===== config.mk =====
export PLATFORM = sky130hd
export DESIGN_NAME = fetch_stage
export DESIGN_NICKNAME = d
export VERILOG_FILES = /design/src/rtl/fetch_stage_pkg.sv /design/src/rtl/fetch_stage_pc_next_mux.sv /design/src/rtl/fetch_stage.sv
export SDC_FILE = /design/constraint.sdc
export NUM_CORES = 1
export LEC_CHECK = 0
export ABC_AREA = 1
export ABC_CLOCK_PERIOD_IN_PS = 9100
export CAP_MARGIN = 5
export CORE_MARGIN = 2
export CORE_UTILIZATION = 45
export CTS_CLUSTER_SIZE = 14
export DETAILED_ROUTE_END_ITERATION = 12
export GPL_ROUTABILITY_DRIVEN = 0
export PLACE_DENSITY = 0.81
export REMOVE_ABC_BUFFERS = 1
export SYNTH_ARGS = -nofsm -noshare
export SYNTH_HDL_FRONTEND = slang
export SYNTH_SLANG_ARGS = --single-unit

===== constraint.sdc =====
create_clock -name CLK -period 9.1 [get_ports CLK]
set_input_delay 1.82 -clock CLK [delete_from_list [all_inputs] [get_ports CLK]]
set_output_delay 1.82 -clock CLK [all_outputs]
set_load 0.02 [all_outputs]

===== src/rtl/fetch_stage_pkg.sv =====
// ---------------------------------------------------------------------------
// fetch_stage_pkg
//   Shared types for the instruction-fetch stage:
//     word_t        32-bit machine word
//     ifetch_t      IF/ID latch contents {imemAddr, instr, pc}
//     pcsel_t       next-PC source select (00 seq, 01 branch, 10 jr, 11 jump)
//     fetch_state_t fetch FSM states (RUN, HALTED)
//   Also provides the sequential PC step, the bubble constant and a
//   word-alignment helper.
// ---------------------------------------------------------------------------
package fetch_stage_pkg;

  typedef logic [31:0] word_t;

  typedef struct packed {
    word_t imemAddr;  // address the instruction was fetched from
    word_t instr;     // instruction word
    word_t pc;        // fetch address + 4
  } ifetch_t;

  typedef enum logic [1:0] {
    PC_SEQ = 2'b00,
    PC_BR  = 2'b01,
    PC_JR  = 2'b10,
    PC_J   = 2'b11
  } pcsel_t;

  typedef enum logic {
    RUN    = 1'b0,
    HALTED = 1'b1
  } fetch_state_t;

  localparam word_t   PC_STEP     = 32'd4;
  // All-zero latch: instr 0 decodes as sll $0,$0,0 (nop).
  localparam ifetch_t IFID_BUBBLE = '0;

  function automatic word_t align_word(input word_t a);
    return {a[31:2], 2'b00};
  endfunction

endpackage


===== src/rtl/fetch_stage_pc_next_mux.sv =====
// ---------------------------------------------------------------------------
// pc_next_mux
//   Combinational redirect-target selection and word alignment.
//   Ports:
//     i_pc_sel     2   next-PC source select (pcsel_t encoding)
//     i_br_addr    32  branch target
//     i_jr_addr    32  jump-register target
//     i_j_addr     32  jump target
//     o_target     32  selected target, bits[1:0] forced to 00
//     o_redirect   1   pc_sel requests a redirect (non-sequential)
// ---------------------------------------------------------------------------
module pc_next_mux
  import fetch_stage_pkg::*;
(
  input  logic [1:0]  i_pc_sel,
  input  logic [31:0] i_br_addr,
  input  logic [31:0] i_jr_addr,
  input  logic [31:0] i_j_addr,
  output logic [31:0] o_target,
  output logic        o_redirect
);

  pcsel_t w_sel;
  word_t  w_raw;

  assign w_sel = pcsel_t'(i_pc_sel);

  always_comb begin
    w_raw = '0;
    unique case (w_sel)
      PC_BR:   w_raw = i_br_addr;
      PC_JR:   w_raw = i_jr_addr;
      PC_J:    w_raw = i_j_addr;
      default: w_raw = '0;
    endcase
  end

  assign o_target   = align_word(w_raw);
  assign o_redirect = (w_sel != PC_SEQ);

endmodule


===== src/rtl/fetch_stage.sv =====
// ---------------------------------------------------------------------------
// fetch_stage
//   Instruction-fetch stage. Owns the PC, drives the instruction-memory read
//   request and loads the IF/ID latch. Redirects arriving while a fetch is
//   outstanding are buffered (pend) so the imem address never moves before
//   ihit.
//   Ports:
//     CLK, RST        clock / async active-high reset
//     ihit, iload     imem response (valid strobe, instruction word)
//     iREN, iaddr     imem request (combinational from state and PC)
//     stall, flush    hazard-unit controls
//     halt            decode saw HALT
//     pc_sel          00 seq, 01 branch, 10 jr, 11 jump
//     br_addr, jr_addr, j_addr   redirect targets
//     ifid, ifid_valid           IF/ID latch and its valid flag
//     dbg_state       current fetch FSM state
//     dbg_pend_valid  a buffered redirect is waiting for ihit
// ---------------------------------------------------------------------------
module fetch_stage
  import fetch_stage_pkg::*;
#(
  parameter logic [31:0] PC_INIT = 32'h0000_0000
) (
  input  logic         CLK,
  input  logic         RST,
  input  logic         ihit,
  input  logic [31:0]  iload,
  output logic         iREN,
  output logic [31:0]  iaddr,
  input  logic         stall,
  input  logic         flush,
  input  logic         halt,
  input  logic [1:0]   pc_sel,
  input  logic [31:0]  br_addr,
  input  logic [31:0]  jr_addr,
  input  logic [31:0]  j_addr,
  output ifetch_t      ifid,
  output logic         ifid_valid,
  output fetch_state_t dbg_state,
  output logic         dbg_pend_valid
);

  fetch_state_t r_state;
  fetch_state_t w_state_next;
  word_t        r_pc;
  logic         r_pend_valid;
  word_t        r_pend_addr;
  ifetch_t      r_ifid;
  logic         r_ifid_valid;

  word_t        w_target;
  logic         w_redirect_req;
  logic         w_redirect_acc;
  logic         w_run;

  pc_next_mux u_pc_next_mux (
    .i_pc_sel   (pc_sel),
    .i_br_addr  (br_addr),
    .i_jr_addr  (jr_addr),
    .i_j_addr   (j_addr),
    .o_target   (w_target),
    .o_redirect (w_redirect_req)
  );

  assign w_run          = (r_state == RUN);
  assign w_redirect_acc = w_redirect_req && !stall && w_run;

  // FSM: state register
  always_ff @(posedge CLK or posedge RST) begin
    if (RST) r_state <= RUN;
    else     r_state <= w_state_next;
  end

  // FSM: next state and request outputs. HALTED is left only by reset.
  always_comb begin
    w_state_next = r_state;
    iREN         = 1'b0;
    unique case (r_state)
      RUN: begin
        iREN = 1'b1;
        if (halt) w_state_next = HALTED;
      end
      HALTED: begin
        iREN = 1'b0;
      end
      default: w_state_next = RUN;
    endcase
  end

  assign iaddr = r_pc;

  // PC / pending redirect. Stall freezes everything, including a hit in the
  // same cycle: the word is simply fetched again once the stall lifts.
  always_ff @(posedge CLK or posedge RST) begin
    if (RST) begin
      r_pc         <= PC_INIT;
      r_pend_valid <= 1'b0;
      r_pend_addr  <= '0;
    end else if (w_run && !stall) begin
      if (w_redirect_acc) begin
        if (ihit) begin
          r_pc         <= w_target;
          r_pend_valid <= 1'b0;
        end else begin
          // Hold the request address until ihit; a newer redirect replaces
          // an older buffered one.
          r_pend_valid <= 1'b1;
          r_pend_addr  <= w_target;
        end
      end else if (ihit && r_pend_valid) begin
        r_pc         <= r_pend_addr;
        r_pend_valid <= 1'b0;
      end else if (ihit) begin
        r_pc <= r_pc + PC_STEP;
      end
    end
  end

  // IF/ID latch. A word fetched in a redirect cycle (or while a redirect is
  // buffered) is from the wrong path and becomes a bubble.
  always_ff @(posedge CLK or posedge RST) begin
    if (RST) begin
      r_ifid       <= IFID_BUBBLE;
      r_ifid_valid <= 1'b0;
    end else if (flush || halt || !w_run) begin
      r_ifid       <= IFID_BUBBLE;
      r_ifid_valid <= 1'b0;
    end else if (!stall) begin
      if (w_redirect_acc || r_pend_valid || !ihit) begin
        r_ifid       <= IFID_BUBBLE;
        r_ifid_valid <= 1'b0;
      end else begin
        r_ifid.imemAddr <= r_pc;
        r_ifid.instr    <= iload;
        r_ifid.pc       <= r_pc + PC_STEP;
        r_ifid_valid    <= 1'b1;
      end
    end
  end

  assign ifid           = r_ifid;
  assign ifid_valid     = r_ifid_valid;
  assign dbg_state      = r_state;
  assign dbg_pend_valid = r_pend_valid;

endmodule


==> results of run 1 <==
==> worst max-delay path, delay by kind of cell <==
| family | cells | cell delay [ps] |
|---|---|---|
| AO/OA/AOI/OAI | 2 | 440 |
| buffers and inverters | 4 | 1710 |
| AND/OR/NAND/NOR | 2 | 400 |
==> layout by cell type (no fill, tap or decap), drive strengths merged, types with 2 or more instances in the layout <==
| cell type | count |
|---|---|
| clkinv | 4 |
| o21ai | 21 |
| clkdlybuf4s50 | 259 |
| buf | 10 |
| bufinv | 4 |
| xor2 | 15 |
| nand3 | 45 |
| o211ai | 6 |
| and2 | 2 |
| nand2 | 373 |
| dfrtp | 156 |
| a21oi | 28 |
| conb | 2 |
| o22ai | 94 |
| clkbuf | 19 |
| nor2 | 94 |
| inv | 214 |
| clkinvlp | 2 |
==> per-layer routing <==
metal | GRT usage | part of all wire | vias to the layer above
met4 | 0.0881 | 0.027 | 0
met1 | 0.338 | 0.43 | 3705
met3 | 0.0506 | 0.060 | 43
li1 | - | - | 3858
met2 | 0.439 | 0.48 | 323
met5 | 0 | 0 | -
==> through the flow <==
| step | cell area (µm²) | instances |
|---|---|---|
| floorplan | 7860 | 1052 |
| global placement | 10800 | 1550 |
| detailed placement | 10800 | 1550 |
| CTS | 11500 | 1581 |
| global route | 11500 | 1581 |
| finish | 11500 | 1581 |
==> power by group through the flow <==
stage | Combinational, W | Sequential [W] | Clock, W
after floorplan | 0.000104 | 0.000760 | 0
after global placement | 0.000230 | 0.000752 | 0
after detailed placement | 0.000234 | 0.000753 | 0
after CTS | 0.000236 | 0.000740 | 0.000772
after global routing | 0.000259 | 0.000744 | 0.000801
final | 0.000233 | 0.000741 | 0.000763
==> how the worst min path moves through the flow <==
stage | slack [ps] | cells past startpoint | to | startpoint
floorplan | 440 | 2 | r_pend_addr[2]$_DFFE_PP0P_ | r_pend_addr[2]$_DFFE_PP0P_
global placement | 450 | 2 | r_pend_addr[2]$_DFFE_PP0P_ | r_pend_addr[2]$_DFFE_PP0P_
detailed placement | 460 | 2 | r_pend_addr[25]$_DFFE_PP0P_ | r_pend_addr[25]$_DFFE_PP0P_
CTS | 470 | 2 | r_pend_addr[29]$_DFFE_PP0P_ | r_pend_addr[29]$_DFFE_PP0P_
global route | 490 | 2 | r_pend_addr[8]$_DFFE_PP0P_ | r_pend_addr[8]$_DFFE_PP0P_
finish | 470 | 2 | r_pend_addr[29]$_DFFE_PP0P_ | r_pend_addr[29]$_DFFE_PP0P_
==> cell families (layout without fill, tap and decap cells) <==
family,after synthesis,in the layout,share of synthesized area
and+or+nand+nor,516,516,0.259
xor gates and xnor gates,15,15,0.0180
adders and majority gates,1,1,0.00154
muxes,1,1,0.00139
buffers and inverters,267,512,0.130
other,1,2,0.000462
AOI/OAI and AO/OA,149,149,0.109
DFF,156,156,0.481
==> cell type report <==
class / count / area, µm² / area share
clock buffers: 19 / 443 / 0.0386
multi-input cells: 684 / 3190 / 0.278
inverters: 212 / 801 / 0.0698
clock inverters: 12 / 188 / 0.0164
flip-flops and latches: 156 / 3900 / 0.340
well taps: 229 / 287 / 0.0250
repair buffers: 269 / 2670 / 0.232
==> registers in the layout, indices dropped and copies added (netlist names) <==
| name | flops |
|---|---|
| r_pend_addr | 30 |
| ifid_valid | 1 |
| dbg_pend_valid | 1 |
| iaddr | 30 |
| dbg_state | 1 |
| ifid | 93 |
==> summary.md, run 1 <==
| Metric | Value |
|---|---|
| Fin crit share | `0.465` |
| Synth-to-Final Area Change | `41.3%` |
| CP Cell Sequence | `clkdlybuf4s50_1 > nor2_1 > o21ai_4 > buf_4 > nand4_1 > buf_4 > buf_4 > o22ai_1` |
| CTS tree | `done` |
| Setup TNS Final | `0 ps` |
| P per Cell Area | `approximately 150 nW/µm²` |
| Lkg Pwr | `roughly 5.3 nW` |
| Ys flop type | `dfrtp_1` |
| CP max FO | `slightly below 80` |
| Pre-CTS setup slack | `approximately 4400 ps` |
| Ports | `~270` |
| Critical path's slowest cell | `buf_4` |
| Final layout net count | `1477` |
| First-pass DRT Iterations | `7` |
| Top cells by area, synth | `dfrtp_1 48%, nand2_1 17%, inv_1 9.7%, o22ai_1 7.2%, nor2_1 3.7%` |
| Sw Share | `0.256` |
| Most instantiated cells after synthesis | `368 x nand2_1, 209 x inv_1, 156 x dfrtp_1, 94 x o22ai_1, 81 x nor2_1` |
| Post-synthesis cell type count | `28` |
| Dpl hpwl | `~17000 µm` |
| Die Span X | `about 140 µm` |
| Vias | `between 7k and 8k` |
| Switching power | `between 0.0004 and 0.0005 W` |
| Die ar. | `between 15000 and 20000 µm²` |
| Largest stage delay, worst path | `slightly below 700 ps` |
| Count leader, synth | `nand2_1` |
| Reg2Reg Setup Slack | `roughly 6300 ps` |
| Fmax | `approximately 240 MHz` |
| Crit path to | `ifid[9]$_DFFE_PP0P_` |
| Syn Inst Count | `between 1k and 1.5k` |
| Slew margin rel. | `0.243` |
| Share of the synthesized area in the top cell type | `0.481` |
| Slew of the pin with the lowest slew margin | `about 1100 ps` |
| Reg2reg start | `dbg_state$_DFF_PP0_` |
| RSZ-0062 raised after global routing | `false` |
| Post-CTS setup buffers | `0` |
| Gate power share | `0.134` |
| Clk buf depth | `2` |
| HP Class | `flip-flop to flip-flop` |
| Element type at the critical path start | `primary input` |
| Drt drc | `0` |
| Antenna-violating nets left | `0` |
| Max cap viols | `0` |
| Ys Warns | `0` |
| CTS Sinks | `156` |
| Hold Buf Count CTS | `0` |
| Hold Fails Final Rpt | `0` |
| CTS H-tree lvls | `4` |
| Post-synth EDFFs | `0` |
| Clock latency at the later pin of the worst-skew pair | `between 400 and 500 ps` |
| Synthesized cell area | `between 8000 and 9000 µm²` |
| Register area share after synthesis | `0.481` |
| Core footprint | `approximately 18000 µm²` |
| Final hold slack | `~470 ps` |
| Critical Path AT | `roughly 4500 ps` |
| Rows | `49` |
| Outcome | `finished, final reports clean` |
| Setup slack after layout | `approximately 5000 ps` |
| Final slew viol count | `0` |
| Drt wl/cell | `~16 µm` |
| Drt initial violations | `458` |
| Crit end category | `flip-flop` |
| Routed vias/inst | `approximately 5.0` |
| Share of layout cells above drive strength 1 | `0.0503` |
| Port bufs | `roughly 260` |
| Total congestion overflow | `0` |
| First-pass GRT wire length | `between 30000 and 40000 µm` |
| Clock slew at reported path FFs | `60 ps` |
| #FFs+latches synth | `156` |
| Vias in the first global route | `between 7k and 8k` |
| CTS Buf Count | `17` |
| Initial Utilization | `0.455` |
| Critical path required time | `9350 ps` |
| Filler instances | `~1.6k` |
| Asr flop ratio synth | `1.00` |
| WL final | `around 25000 µm` |
| Int Power | `~0.0013 W` |
| Clock network power share | `0.439` |
| Critical path class | `primary input to flip-flop` |
| Initial antenna violation count | `0` |
| Crit path top cell by count | `buf_4` |
| Worst reg2reg endpoint | `ifid[9]$_DFFE_PP0P_` |
| Worst VDD drop | `between 0.1 and 0.15 mV` |
| Minimum clock period | `roughly 4200 ps` |
| Cell taking the most area after synthesis | `dfrtp_1` |
| Root Driver | `clkbuf_16` |
| Avg Inst Size Synth | `roughly 7.3 µm²` |
| Reg power frac | `0.426` |
| Fin util | `0.643` |
| Final Setup Violations | `0` |
| GRT Total Usage | `0.260` |
| Diode count | `0` |
| CTS resizes | `0` |
| Pwr Total | `approximately 0.0017 W` |
| Die H | `~140 µm` |
| Worst reg2reg path depth | `7` |
| CP startpoint | `stall` |
| Largest net degree at the start of global routing | `between 90 and 100` |
| Clock Skews | `approximately 16 ps` |
Power figures use the tool's default switching activity.
==> inputs of run 2 (changes only) <==
--- a/config.mk
+++ b/config.mk
@@ -6,14 +6,14 @@
 export NUM_CORES = 1
 export LEC_CHECK = 0
 export ABC_AREA = 1
-export ABC_CLOCK_PERIOD_IN_PS = 9100
+export ABC_CLOCK_PERIOD_IN_PS = 3600
 export CAP_MARGIN = 5
 export CORE_MARGIN = 2
-export CORE_UTILIZATION = 45
+export CORE_UTILIZATION = 42
 export CTS_CLUSTER_SIZE = 14
 export DETAILED_ROUTE_END_ITERATION = 12
 export GPL_ROUTABILITY_DRIVEN = 0
-export PLACE_DENSITY = 0.81
+export PLACE_DENSITY = 0.79
 export REMOVE_ABC_BUFFERS = 1
 export SYNTH_ARGS = -nofsm -noshare
 export SYNTH_HDL_FRONTEND = slang
==> constraint.sdc (replaced) <==
create_clock -name CLK -period 3.6 [get_ports CLK]
set_input_delay 0.72 -clock CLK [delete_from_list [all_inputs] [get_ports CLK]]
set_output_delay 0.72 -clock CLK [all_outputs]
set_load 0.02 [all_outputs]
==> run 2 against run 1 <==
Compared with the run above:
- wire length decreased by 0.19%
- hold slack worse by 0.52 ps
- cell count increased by 2.5%
- combinational power rose to 2.6 times the previous value
- critical path type is now flip-flop to output pin
- critical endpoint is now iaddr[15]
- largest cell class unchanged
- highest routed layer unchanged
==> summary.md, run 2 (synthesized netlist as in run 1, its figures left out) <==
| Metric | Value |
|---|---|
| Outcome | `finished, final reports clean` |
| Drt drc | `0` |
| Largest net degree at the start of global routing | `94` |
| RSZ-0062 raised after global routing | `false` |
| Worst reg2reg path depth | `4` |
| Share of layout cells above drive strength 1 | `0.0573` |
| Hold path depth | `2` |
| CTS Buf Count | `17` |
| Switching power | `around 0.0011 W` |
| Crit path max-delay family | `buffers and inverters` |
| Critical path's slowest cell | `clkdlybuf4s50_1` |
| Clock Skews | `12.1 ps` |
| CTS H-tree lvls | `4` |
| Ports | `around 270` |
| Max reg flops | `93` |
| Drt initial violations | `around 510` |
| HP Class | `flip-flop to flip-flop` |
| Sw Share | `0.258` |
| CP Cell Sequence | `clkdlybuf4s50_1` |
| Vias | `about 7.9k` |
| CTS tree | `done` |
| Most common cell after layout, fill and taps aside | `nand2_1` |
| Final Setup Violations | `0` |
| Clock latency at the later pin of the worst-skew pair | `430 ps` |
| Antenna-violating nets left | `0` |
| Final hold slack | `between 400 and 500 ps` |
| Diode count | `0` |
| Clk buf depth | `2` |
| Rows | `50` |
| Reg power frac | `0.426` |
| Fin crit share | `0.665` |
| Crit end category | `output pin` |
| Dpl hpwl | `~17000 µm` |
| Minimum clock period | `around 2400 ps` |
| Max cap viols | `0` |
| P per Cell Area | `~380 nW/µm²` |
| Die ar. | `20500 µm²` |
| Hold Fails Final Rpt | `0` |
| Critical Path AT | `approximately 1700 ps` |
| Most frequent cells in the layout | `367 x nand2_1, 259 x clkdlybuf4s50_1, 208 x inv_1` |
| CTS Sinks | `approximately 160` |
| Drt wl/cell | `between 15 and 20 µm` |
| Initial Utilization | `0.431` |
| Clock slew at reported path FFs | `60 ps` |
| Total congestion overflow | `0` |
| Lkg Pwr | `~5.4 nW` |
| Core footprint | `between 15000 and 20000 µm²` |
| Clock network power share | `0.438` |
| First-pass DRT Iterations | `7` |
| Largest stage delay, worst path | `~690 ps` |
| Die Span X | `between 100 and 150 µm` |
| Post-CTS setup buffers | `0` |
| Routed vias/inst | `between 4 and 5` |
| Worst VDD drop | `approximately 0.28 mV` |
| Setup slack after layout | `between 1000 and 1500 ps` |
| GRT Total Usage | `0.246` |
| CP max FO | `6` |
| Gate power share | `0.136` |
| Synth-to-Final Area Change | `42.9%` |
| Element type at the critical path start | `flip-flop` |
| Initial antenna violation count | `0` |
| WL final | `around 25000 µm` |
| Hold Buf Count CTS | `0` |
| Pre-CTS setup slack | `~950 ps` |
| Int Power | `approximately 0.0033 W` |
| WP depth | `1` |
| Slew of the pin with the lowest slew margin | `around 670 ps` |
| Root Driver | `clkbuf_16` |
| Pwr Total | `~0.0044 W` |
| CTS resizes | `0` |
| Port bufs | `about 260` |
| Critical path required time | `2880 ps` |
| Slew margin rel. | `0.556` |
| Final layout net count | `1485` |
| First-pass GRT wire length | `roughly 40000 µm` |
| Die H | `approximately 140 µm` |
| Worst path buffer plus inverter count | `1` |
| Final slew viol count | `0` |
| Critical path class | `flip-flop to output pin` |
| Vias in the first global route | `around 8k` |
| Fmax | `roughly 420 MHz` |
==> run 2: area by class of cell <==
| cell class | instances | area [µm²] |
|---|---|---|
| well taps | 260 | 325 |
| multi-input cells | 684 | 3190 |
| clock buffers | 18 | 439 |
| clock inverters | 14 | 193 |
| fillers | 1661 | 7230 |
| repair buffers | 277 | 2750 |
| inverters | 212 | 801 |
| flip-flops and latches | 156 | 3900 |
==> run 2: final timing paths <==
kind                                            start                         end  slack [ps]
max                             iaddr[15]$_DFFE_PP0P_                   iaddr[15]        1200
min                        r_pend_addr[8]$_DFFE_PP0P_  r_pend_addr[8]$_DFFE_PP0P_         470
max reg2reg                       dbg_state$_DFF_PP0_        ifid[51]$_DFFE_PP0P_        1670
min reg2reg                r_pend_addr[8]$_DFFE_PP0P_  r_pend_addr[8]$_DFFE_PP0P_         470
max in group asynchronous                         RST       iaddr[30]$_DFFE_PP0P_        2100
min in group asynchronous                         RST        ifid[60]$_DFFE_PP0P_         760
==> run 2: layer usage <==
layer	track usage	vias to the layer above	part of all wire
li1	-	3879	-
met1	0.302	3638	0.42
met2	0.421	334	0.49
met3	0.0630	31	0.077
met4	0.0797	0	0.014
met5	0	-	0
==> run 2: power groups by stage <==
stage	logic (W)	clock network, W	registers [W]
2_1_floorplan	0.000263	0	0.00192
3_3_place_gp	0.000586	0	0.00190
3_5_place_dp	0.000597	0	0.00190
4_1_cts	0.000601	0.00195	0.00187
5_1_grt	0.000662	0.00203	0.00188
6_report	0.000597	0.00193	0.00188
==> run 2: worst min-delay path, delay by kind of cell, from the launching register on <==
family	cells	cell delay [ps]
flip-flops	1	340
AND/OR/NAND/NOR	2	100
==> run 2: per-stage QoR <==
step           utilization  cells  instance area [µm²]  setup TNS, ps
6_report             0.616   1621                11600              0
5_1_grt              0.616   1621                11600              0
4_1_cts              0.616   1621                11600              0
3_5_place_dp         0.582   1589                11000              0
3_3_place_gp         0.582   1589                11000              0
2_1_floorplan            -   1052                 7860        -285720
==> inputs of run 3 (changes only) <==
--- a/config.mk
+++ b/config.mk
@@ -6,7 +6,7 @@
 export NUM_CORES = 1
 export LEC_CHECK = 0
 export ABC_AREA = 1
-export ABC_CLOCK_PERIOD_IN_PS = 3600
+export ABC_CLOCK_PERIOD_IN_PS = 2060
 export CAP_MARGIN = 5
 export CORE_MARGIN = 2
 export CORE_UTILIZATION = 42
==> constraint.sdc (replaced) <==
create_clock -name CLK -period 2.06 [get_ports CLK]
set_input_delay 0.412 -clock CLK [delete_from_list [all_inputs] [get_ports CLK]]
set_output_delay 0.412 -clock CLK [all_outputs]
set_load 0.02 [all_outputs]
==> run 3 against run 2 <==
Compared with the run above:
- cell area grew 2.3%
- clock power grew 79%
- register-to-register slack lost 1500 ps
- via count grew 1.6%
- core utilization grew 1.4 points
- first-iteration DRC count grew 23%
- clock skew shrank 5.3 ps
- wire length grew 0.12%
- critical endpoint is now iaddr[14]
- critical path depth is the same
- global-route usage grew 0.25 points
- die area is the same
- non-clock buffer count grew 19
==> summary.md, run 3 (synthesized netlist as in run 1, its figures left out) <==
| Metric | Value |
|---|---|
| Crit end category | `output pin` |
| Minimum clock period | `~2000 ps` |
| Critical path class | `flip-flop to output pin` |
| Outcome | `finished, final reports clean` |
| Antenna-violating nets left | `0` |
| Critical path's slowest cell | `clkdlybuf4s50_1` |
| CP Cell Sequence | `clkdlybuf4s50_1` |
| Lkg Pwr | `about 5.6 nW` |
| Setup slack after layout | `~55 ps` |
| Share of layout cells above drive strength 1 | `0.0703` |
| WP depth | `1` |
| First-pass DRT Iterations | `6` |
| Gate power share | `0.139` |
| Drt wl/cell | `between 15 and 20 µm` |
| Worst VDD drop | `about 0.53 mV` |
| Hold Fails Final Rpt | `0` |
| Final Setup Violations | `0` |
| Crit path max-delay family | `buffers and inverters` |
| Switching power | `0.00194 W` |
| Routed vias/inst | `4.89` |
| Initial antenna violation count | `0` |
| HP Class | `primary input to async pin` |
| Critical Path AT | `approximately 1600 ps` |
| Die H | `about 140 µm` |
| CP max FO | `6` |
| Element type at the critical path start | `flip-flop` |
| Critical path required time | `~1700 ps` |
| Initial Utilization | `0.431` |
| Reg power frac | `0.419` |
| Placed instance count | `approximately 1.6k` |
| P per Cell Area | `~660 nW/µm²` |
| Clock network power share | `0.442` |
| Reg2reg start | `iaddr[2]$_DFFE_PP0P_` |
| CTS H-tree lvls | `4` |
| Die ar. | `20500 µm²` |
| Filler instances | `between 1.5k and 2k` |
| Vias | `around 8k` |
| Largest net degree at the start of global routing | `66` |
| Fmax | `between 400 and 500 MHz` |
| Diode count | `0` |
| RSZ-0062 raised after global routing | `false` |
| Fin crit share | `0.973` |
| Largest stage delay, worst path | `about 670 ps` |
| Rows | `50` |
| Most common cell after layout, fill and taps aside | `nand2_1` |
| Reg2Reg Setup Slack | `~150 ps` |
| Sw Share | `0.248` |
| Drt drc | `0` |
| Drt initial violations | `approximately 630` |
| Clock latency at the later pin of the worst-skew pair | `420 ps` |
| Port bufs | `between 200 and 300` |
| Clock slew at reported path FFs | `~60 ps` |
| Max reg flops | `just over 90` |
| Root Driver | `clkbuf_16` |
| Max cap viols | `0` |
| Die Span X | `between 100 and 150 µm` |
| Final slew viol count | `0` |
| Ports | `268` |
| CTS Buf Count | `17` |
| Final layout net count | `between 1.5k and 2k` |
| Final non-filler cell total | `1639` |
| Hold Buf Count CTS | `0` |
| Most frequent cells in the layout | `367 x nand2_1, 257 x clkdlybuf4s50_1, 208 x inv_1` |
| Int Power | `slightly below 0.006 W` |
| CTS tree | `done` |
| GRT Total Usage | `0.248` |
| Crit path to | `iaddr[14]` |
| Pre-CTS setup slack | `-15.9 ps` |
| CP startpoint | `iaddr[14]$_DFFE_PP0P_` |
| CTS Sinks | `156` |
| Dpl hpwl | `~18000 µm` |
| Worst reg2reg path depth | `12` |
| Synth-to-Final Area Change | `46.1%` |
| CTS resizes | `1` |
| First-pass GRT wire length | `39600 µm` |
| Worst reg2reg endpoint | `iaddr[28]$_DFFE_PP0P_` |
| Total congestion overflow | `0` |
| Worst path buffer plus inverter count | `1` |
| Post-CTS setup buffers | `0` |
| WL final | `24800 µm` |
| Core footprint | `around 19000 µm²` |
| Clock Skews | `roughly 6.8 ps` |
| Clk buf depth | `2` |
| Vias in the first global route | `7948` |
## run 3: per-stage QoR
step | hold slack [ps] | total power, W | instance area [µm²] | setup TNS [ps] | utilization
6_report | 318 | 0.00782 | 11900 | 0 | 0.630
5_1_grt | 330 | 0.00812 | 11900 | 0 | 0.630
4_1_cts | 322 | 0.00787 | 11900 | 0 | 0.630
3_5_place_dp | 457 | 0.00442 | 11200 | -43.4 | 0.595
3_3_place_gp | 450 | 0.00439 | 11200 | 0 | 0.595
2_1_floorplan | 437 | 0.00382 | 7860 | -605360 | -
## run 3: final cells by class
| class | instances | area (µm²) | share of cell area |
|---|---|---|---|
| Clock buffer | 20 | 457 | 0.0385 |
| Clock inverter | 11 | 191 | 0.0161 |
| Inverter | 212 | 801 | 0.0675 |
| Multi-Input combinational cell | 684 | 3190 | 0.268 |
| Sequential cell | 156 | 3910 | 0.329 |
| Tap cell | 260 | 325 | 0.0274 |
| Timing Repair Buffer | 296 | 3000 | 0.253 |
## run 3: worst min-delay path by stage
stage / from / cells after the start / end
floorplan: r_pend_addr[2]$_DFFE_PP0P_ / 2 / r_pend_addr[2]$_DFFE_PP0P_
global placement: r_pend_addr[3]$_DFFE_PP0P_ / 2 / r_pend_addr[3]$_DFFE_PP0P_
detailed placement: r_pend_addr[3]$_DFFE_PP0P_ / 2 / r_pend_addr[3]$_DFFE_PP0P_
CTS: RST / 2 / ifid[52]$_DFFE_PP0P_
global route: RST / 2 / ifid[44]$_DFFE_PP0P_
finish: RST / 2 / ifid[52]$_DFFE_PP0P_
## run 3: worst reg2reg max path: stages, from the launching register on
cell and delay [ps]:
dfrtp_1 450, ha_1 260, nand2_2 90, nor2_4 180, nand3_1 230, inv_1 140
nand2_1 60, nand2_1 60, nand2_1 70, nand2_1 70, nand2_1 60, nand2_1 60
nand2_1 60
## run 3: power groups by stage
stage	Sequential, W	Clock, W	Combinational (W)
after floorplan	0.00336	0	0.000459
final	0.00328	0.00345	0.00109
after global routing	0.00329	0.00363	0.00120
after CTS	0.00327	0.00350	0.00110
after global placement	0.00332	0	0.00107
after detailed placement	0.00333	0	0.00109
## run 3: routing by layer
metal / global-route usage / part of all wire
met1: 0.318 / 0.41
met2: 0.419 / 0.49
met3: 0.0563 / 0.081
met4: 0.0740 / 0.017
met5: 0 / 0
